--- src/rtl/booth_multiplier.sv ---
// booth_multiplier: sequential signed radix-2 Booth multiplier.
//   clk   - rising-edge clock
//   rst   - asynchronous active-high reset
//   start - request, sampled only when idle
//   in1   - signed multiplicand (captured on the accepting edge)
//   in2   - signed multiplier (captured on the accepting edge)
//   busy  - high while calculating or presenting done
//   done  - one-cycle pulse when out is updated
//   out   - signed 2*BUS_WIDTH-bit product, holds the last result
// ripple_carry_adder: add/subtract datapath used once per iteration.
//   add_sub_b - 1: in1+in2, 0: in1-in2
//   in1, in2  - operands
//   out       - result
//   ovf       - signed overflow

module ripple_carry_adder #(
  parameter int BUS_WIDTH = 32
) (
  input  logic                 add_sub_b,
  input  logic [BUS_WIDTH-1:0] in1,
  input  logic [BUS_WIDTH-1:0] in2,
  output logic [BUS_WIDTH-1:0] out,
  output logic                 ovf
);

  logic [BUS_WIDTH-1:0] b_eff;
  logic [BUS_WIDTH:0]   carry;

  always_comb begin
    // Subtraction as in1 + ~in2 + 1
    b_eff    = in2 ^ {BUS_WIDTH{~add_sub_b}};
    carry    = '0;
    carry[0] = ~add_sub_b;
    out      = '0;
    for (int unsigned i = 0; i < BUS_WIDTH; i++) begin
      out[i]     = in1[i] ^ b_eff[i] ^ carry[i];
      carry[i+1] = (in1[i] & b_eff[i]) | (carry[i] & (in1[i] ^ b_eff[i]));
    end
    ovf = carry[BUS_WIDTH] ^ carry[BUS_WIDTH-1];
  end

endmodule

module booth_multiplier #(
  parameter int BUS_WIDTH = 32
) (
  input  logic                   clk,
  input  logic                   rst,
  input  logic                   start,
  input  logic [BUS_WIDTH-1:0]   in1,
  input  logic [BUS_WIDTH-1:0]   in2,
  output logic                   busy,
  output logic                   done,
  output logic [2*BUS_WIDTH-1:0] out
);

  localparam int CW = $clog2(BUS_WIDTH + 1);
  localparam logic [CW-1:0] LAST = CW'(BUS_WIDTH - 1);

  typedef enum logic [1:0] {IDLE, CALC, DONE} state_t;

  state_t               state;
  logic [BUS_WIDTH:0]   a;
  logic [BUS_WIDTH:0]   m;
  logic [BUS_WIDTH-1:0] q;
  logic                 q_1;
  logic [CW-1:0]        count;
  logic [BUS_WIDTH:0]   sum;
  logic [BUS_WIDTH:0]   s;

  // For decode 01 q_1=1 selects add, for 10 q_1=0 selects subtract;
  // for 00/11 the adder result is discarded, so q_1 drives the mode directly.
  ripple_carry_adder #(.BUS_WIDTH(BUS_WIDTH + 1)) u_adder (
    .add_sub_b (q_1),
    .in1       (a),
    .in2       (m),
    .out       (sum),
    .ovf       ()
  );

  always_comb begin
    s = a;
    if (q[0] ^ q_1) s = sum;
  end

  always_ff @(posedge clk or posedge rst) begin
    if (rst) begin
      state <= IDLE;
      busy  <= 1'b0;
      done  <= 1'b0;
      out   <= '0;
      a     <= '0;
      m     <= '0;
      q     <= '0;
      q_1   <= 1'b0;
      count <= '0;
    end else begin
      case (state)
        IDLE: begin
          if (start) begin
            m     <= {in1[BUS_WIDTH-1], in1};
            a     <= '0;
            q     <= in2;
            q_1   <= 1'b0;
            count <= '0;
            busy  <= 1'b1;
            state <= CALC;
          end
        end
        CALC: begin
          a     <= {s[BUS_WIDTH], s[BUS_WIDTH:1]};
          q     <= {s[0], q[BUS_WIDTH-1:1]};
          q_1   <= q[0];
          count <= count + CW'(1);
          if (count == LAST) begin
            // Post-shift {A[BW-1:0], Q} equals {S, Q[BW-1:1]}
            out   <= {s, q[BUS_WIDTH-1:1]};
            done  <= 1'b1;
            state <= DONE;
          end
        end
        DONE: begin
          done  <= 1'b0;
          busy  <= 1'b0;
          state <= IDLE;
        end
        default: begin
          busy  <= 1'b0;
          done  <= 1'b0;
          state <= IDLE;
        end
      endcase
    end
  end

endmodule

--- config.mk ---
export PLATFORM = sky130hd
export DESIGN_NAME = booth_multiplier
export DESIGN_NICKNAME = d
export VERILOG_FILES = /design/src/rtl/booth_multiplier.sv
export SDC_FILE = /design/constraint.sdc
export NUM_CORES = 1
export LEC_CHECK = 0
export CORE_AREA = 2 2 142 144
export CTS_BUF_LIST = sky130_fd_sc_hd__clkbuf_2 sky130_fd_sc_hd__clkbuf_4 sky130_fd_sc_hd__clkbuf_8
export CTS_CLUSTER_SIZE = 16
export DETAILED_ROUTE_END_ITERATION = 8
export DIE_AREA = 0 0 144 146
export GPL_TIMING_DRIVEN = 0
export PLACE_DENSITY = 0.71
export SLEW_MARGIN = 40
export SYNTH_ARGS = -nofsm -noshare
export SYNTH_HDL_FRONTEND = slang
export SYNTH_HIERARCHICAL = 1
export SYNTH_SLANG_ARGS = --single-unit
--- constraint.sdc ---
create_clock -name clk -period 24.7 [get_ports clk]
set_clock_uncertainty 0.1 [all_clocks]
set_input_delay 6.175 -clock clk [delete_from_list [all_inputs] [get_ports clk]]
set_output_delay 6.175 -clock clk [all_outputs]
set_load 0.05 [all_outputs]
==> key figures <==
Drt
  • Via count: 5723
  • Routed length on met3: between 1 and 1.5 mm
  • Initial drt markers: roughly 310
  • Top sig layer: met4
  • DR pass1 iterations: 4
  • Routed WL: 18.89 mm
  • Via-to-Cell Ratio: between 5 and 6
  • Met2 wire length: about 9 mm
  • DRC Markers: 0
  • Post-route ant nets: 0
  • Routed len/inst: between 15 and 20 um
  • Wl on met1: ~8.5 mm

Global routing
  • Initial antenna violation count: 0
  • First-pass GRT wire length: roughly 31 mm
  • Largest net degree at the start of global routing: between 60 and 70
  • Vias in the first global route: about 6000
  • Total track usage: 0.1881
  • Total gr overflow: 0

Placement
  • Post-DP HPWL: between 10 and 15 mm
  • Post-placement cell area: 10270 um2
  • PortBufs: around 130
  • Routability Congestion: 0.7967

Die
  • FP Rows: just over 50
  • Initial Utilization: 0.4430
  • Full die area: 21020 um2
  • Core outline area: 19330 um2
  • I/O Pins: about 130
  • Die X-Extent: between 100 and 150 um
  • Die Ht: 146 um

Flow run
  • Max Cap Viol: 0

Clocking
  • Setup Buffers After CTS: 0
  • Clock sinks: about 170
  • Later-pin clock latency in the skew report: around 0.45 ns
  • Max Buffers Root-to-Sink: 2
  • Reg clk slew, reported paths: roughly 0.1 ns
  • CTS Buf Count: 17
  • CTS tree: yes
  • Cts repair resizes: 0
  • Clk root buf: clkbuf_8
  • CTS H-tree depth: 4
  • Cts hold-fix bufs: 0

Critical path
  • Most common cell on crit path: fa_1
  • CP max-delay cell: fa_1
  • Critical Path End Type: flop
  • Worst-path fanout max: 10
  • Arrival time at the worst endpoint: about 16 ns
  • CP required: 24.96 ns
  • Worst path bufs/invs: 5
  • Crit Path Class: flop to flop
  • Setup crit start kind: flop
  • Register-to-register setup slack: just over 9 ns
  • CP max stage delay: between 0.5 and 0.6 ns
  • Delay-heaviest family, CP: adder cells

Cells and area
  • Antenna Diode Count: 0
  • Design area: about 11000 um2
  • # nets final: 961
  • Area grow syn2layout: 24.76%
  • Share of cells above drive strength 1: 0.1545

Synthesis
  • Syn Area/Cell: approximately 12 um2
  • Yosys warnings: 6
  • Synth Instances: 709
  • Mapped Area: roughly 8600 um2
  • Post-Syn Nets: between 800 and 900

Power
  • Leakage: 4.564 nW
  • Cell Pwr Density: approximately 120 nW/um2
  • VDD IR max: approximately 0.000053 V

Hold path
  • Worst hold-check path type: flop to flop

Timing
  • Final Critical Period: 15.54 ns
  • Slew margin rel.: 0.5991
  • Hold Violations, Final: 0
  • Setup TNS: 0 ns
  • Worst slew pin tran: about 0.6 ns
  • Fmax: approximately 0.064 GHz
  • RSZ-0062 raised after global routing: no
  • Final period utilization: 0.6291
  • Final setup violation count: 0
  • Max Slew Vio Count: 0

Status
  • Status: finished clean
[cell type report]
cell class,count,area [um2]
clock buffers,19,261.5
repair buffers,133,1366
inverters,99,379.1
flip-flops and latches,171,4279
plain buffers,47,337.8
fillers,1656,8650
well taps,265,331.6
clock inverters,13,153.9
multi-input cells,392,3576
[worst reg2reg max path, delay by kind of cell (launching register included)]
kind            cells  cell delay (ns)
buf+inv             5             0.55
fa+ha+maj          32            13.67
compound gates      1             0.06
flops               1             0.46
simple gates        1             0.09
mux                 2             0.51
[layout by cell type (no fill, tap or decap), types with 6 or more instances in the layout]
cell / instances
mux2i_1: 62
buf_2: 9
o21ai_0: 8
buf_6: 11
o21ai_1: 29
dfrtp_1: 171
mux2_2: 35
mux2_4: 32
inv_6: 6
xor2_1: 33
fa_1: 32
nand3_1: 35
clkdlybuf4s50_1: 131
inv_1: 98
nand2_1: 9
clkbuf_8: 19
clkbuf_1: 15
a21oi_1: 34
o22ai_1: 62
[flip-flops by register name (all words and copies together), names as in the netlist]
| signal | count |
|---|---|
| busy | 1 |
| done | 1 |
| q | 32 |
| a | 32 |
| state | 2 |
| out | 64 |
| q_1 | 1 |
| count | 6 |
| m | 32 |
[final timing paths]
kind,start,to,cells past startpoint
setup / recovery,q_1,out[63],41
max in group asynchronous,rst,out[28],3
setup reg to reg,q_1,out[63],41
min in group asynchronous,rst,m[8],2
hold / removal,done,done,1
hold reg to reg,done,done,1
[power breakdown]
| group | switching, W | leakage (nW) | total [W] | internal, W |
|---|---|---|---|---|
| Clock | 0.000109 | 0.205 | 0.000207 | 0.0000978 |
| Sequential | 0.0000713 | 1.90 | 0.000440 | 0.000368 |
| Combinational | 0.000362 | 2.46 | 0.000649 | 0.000287 |
[per-stage QoR]
step | power (W) | hold slack (ns) | utilization | std cells | worst slack (ns)
finish | 0.001296 | 0.4031 | 0.5526 | 1139 | 9.161
global route | 0.001411 | 0.4166 | 0.5526 | 1139 | 8.639
floorplan | 0.0009262 | 0.3852 | - | 709 | 9.744
global placement | 0.001067 | 0.3638 | 0.5279 | 1105 | 9.189
detailed placement | 0.001097 | 0.3682 | 0.5312 | 1107 | 9.093
CTS | 0.001312 | 0.4019 | 0.5526 | 1139 | 9.042
[metal layers]
layer | global-route usage | vias to the layer above
met3 | 0.06482 | 5
met5 | 0 | -
li1 | - | 2708
met4 | 0.03824 | 0
met1 | 0.2548 | 2879
met2 | 0.2950 | 131
Power figures use the tool's default switching activity.
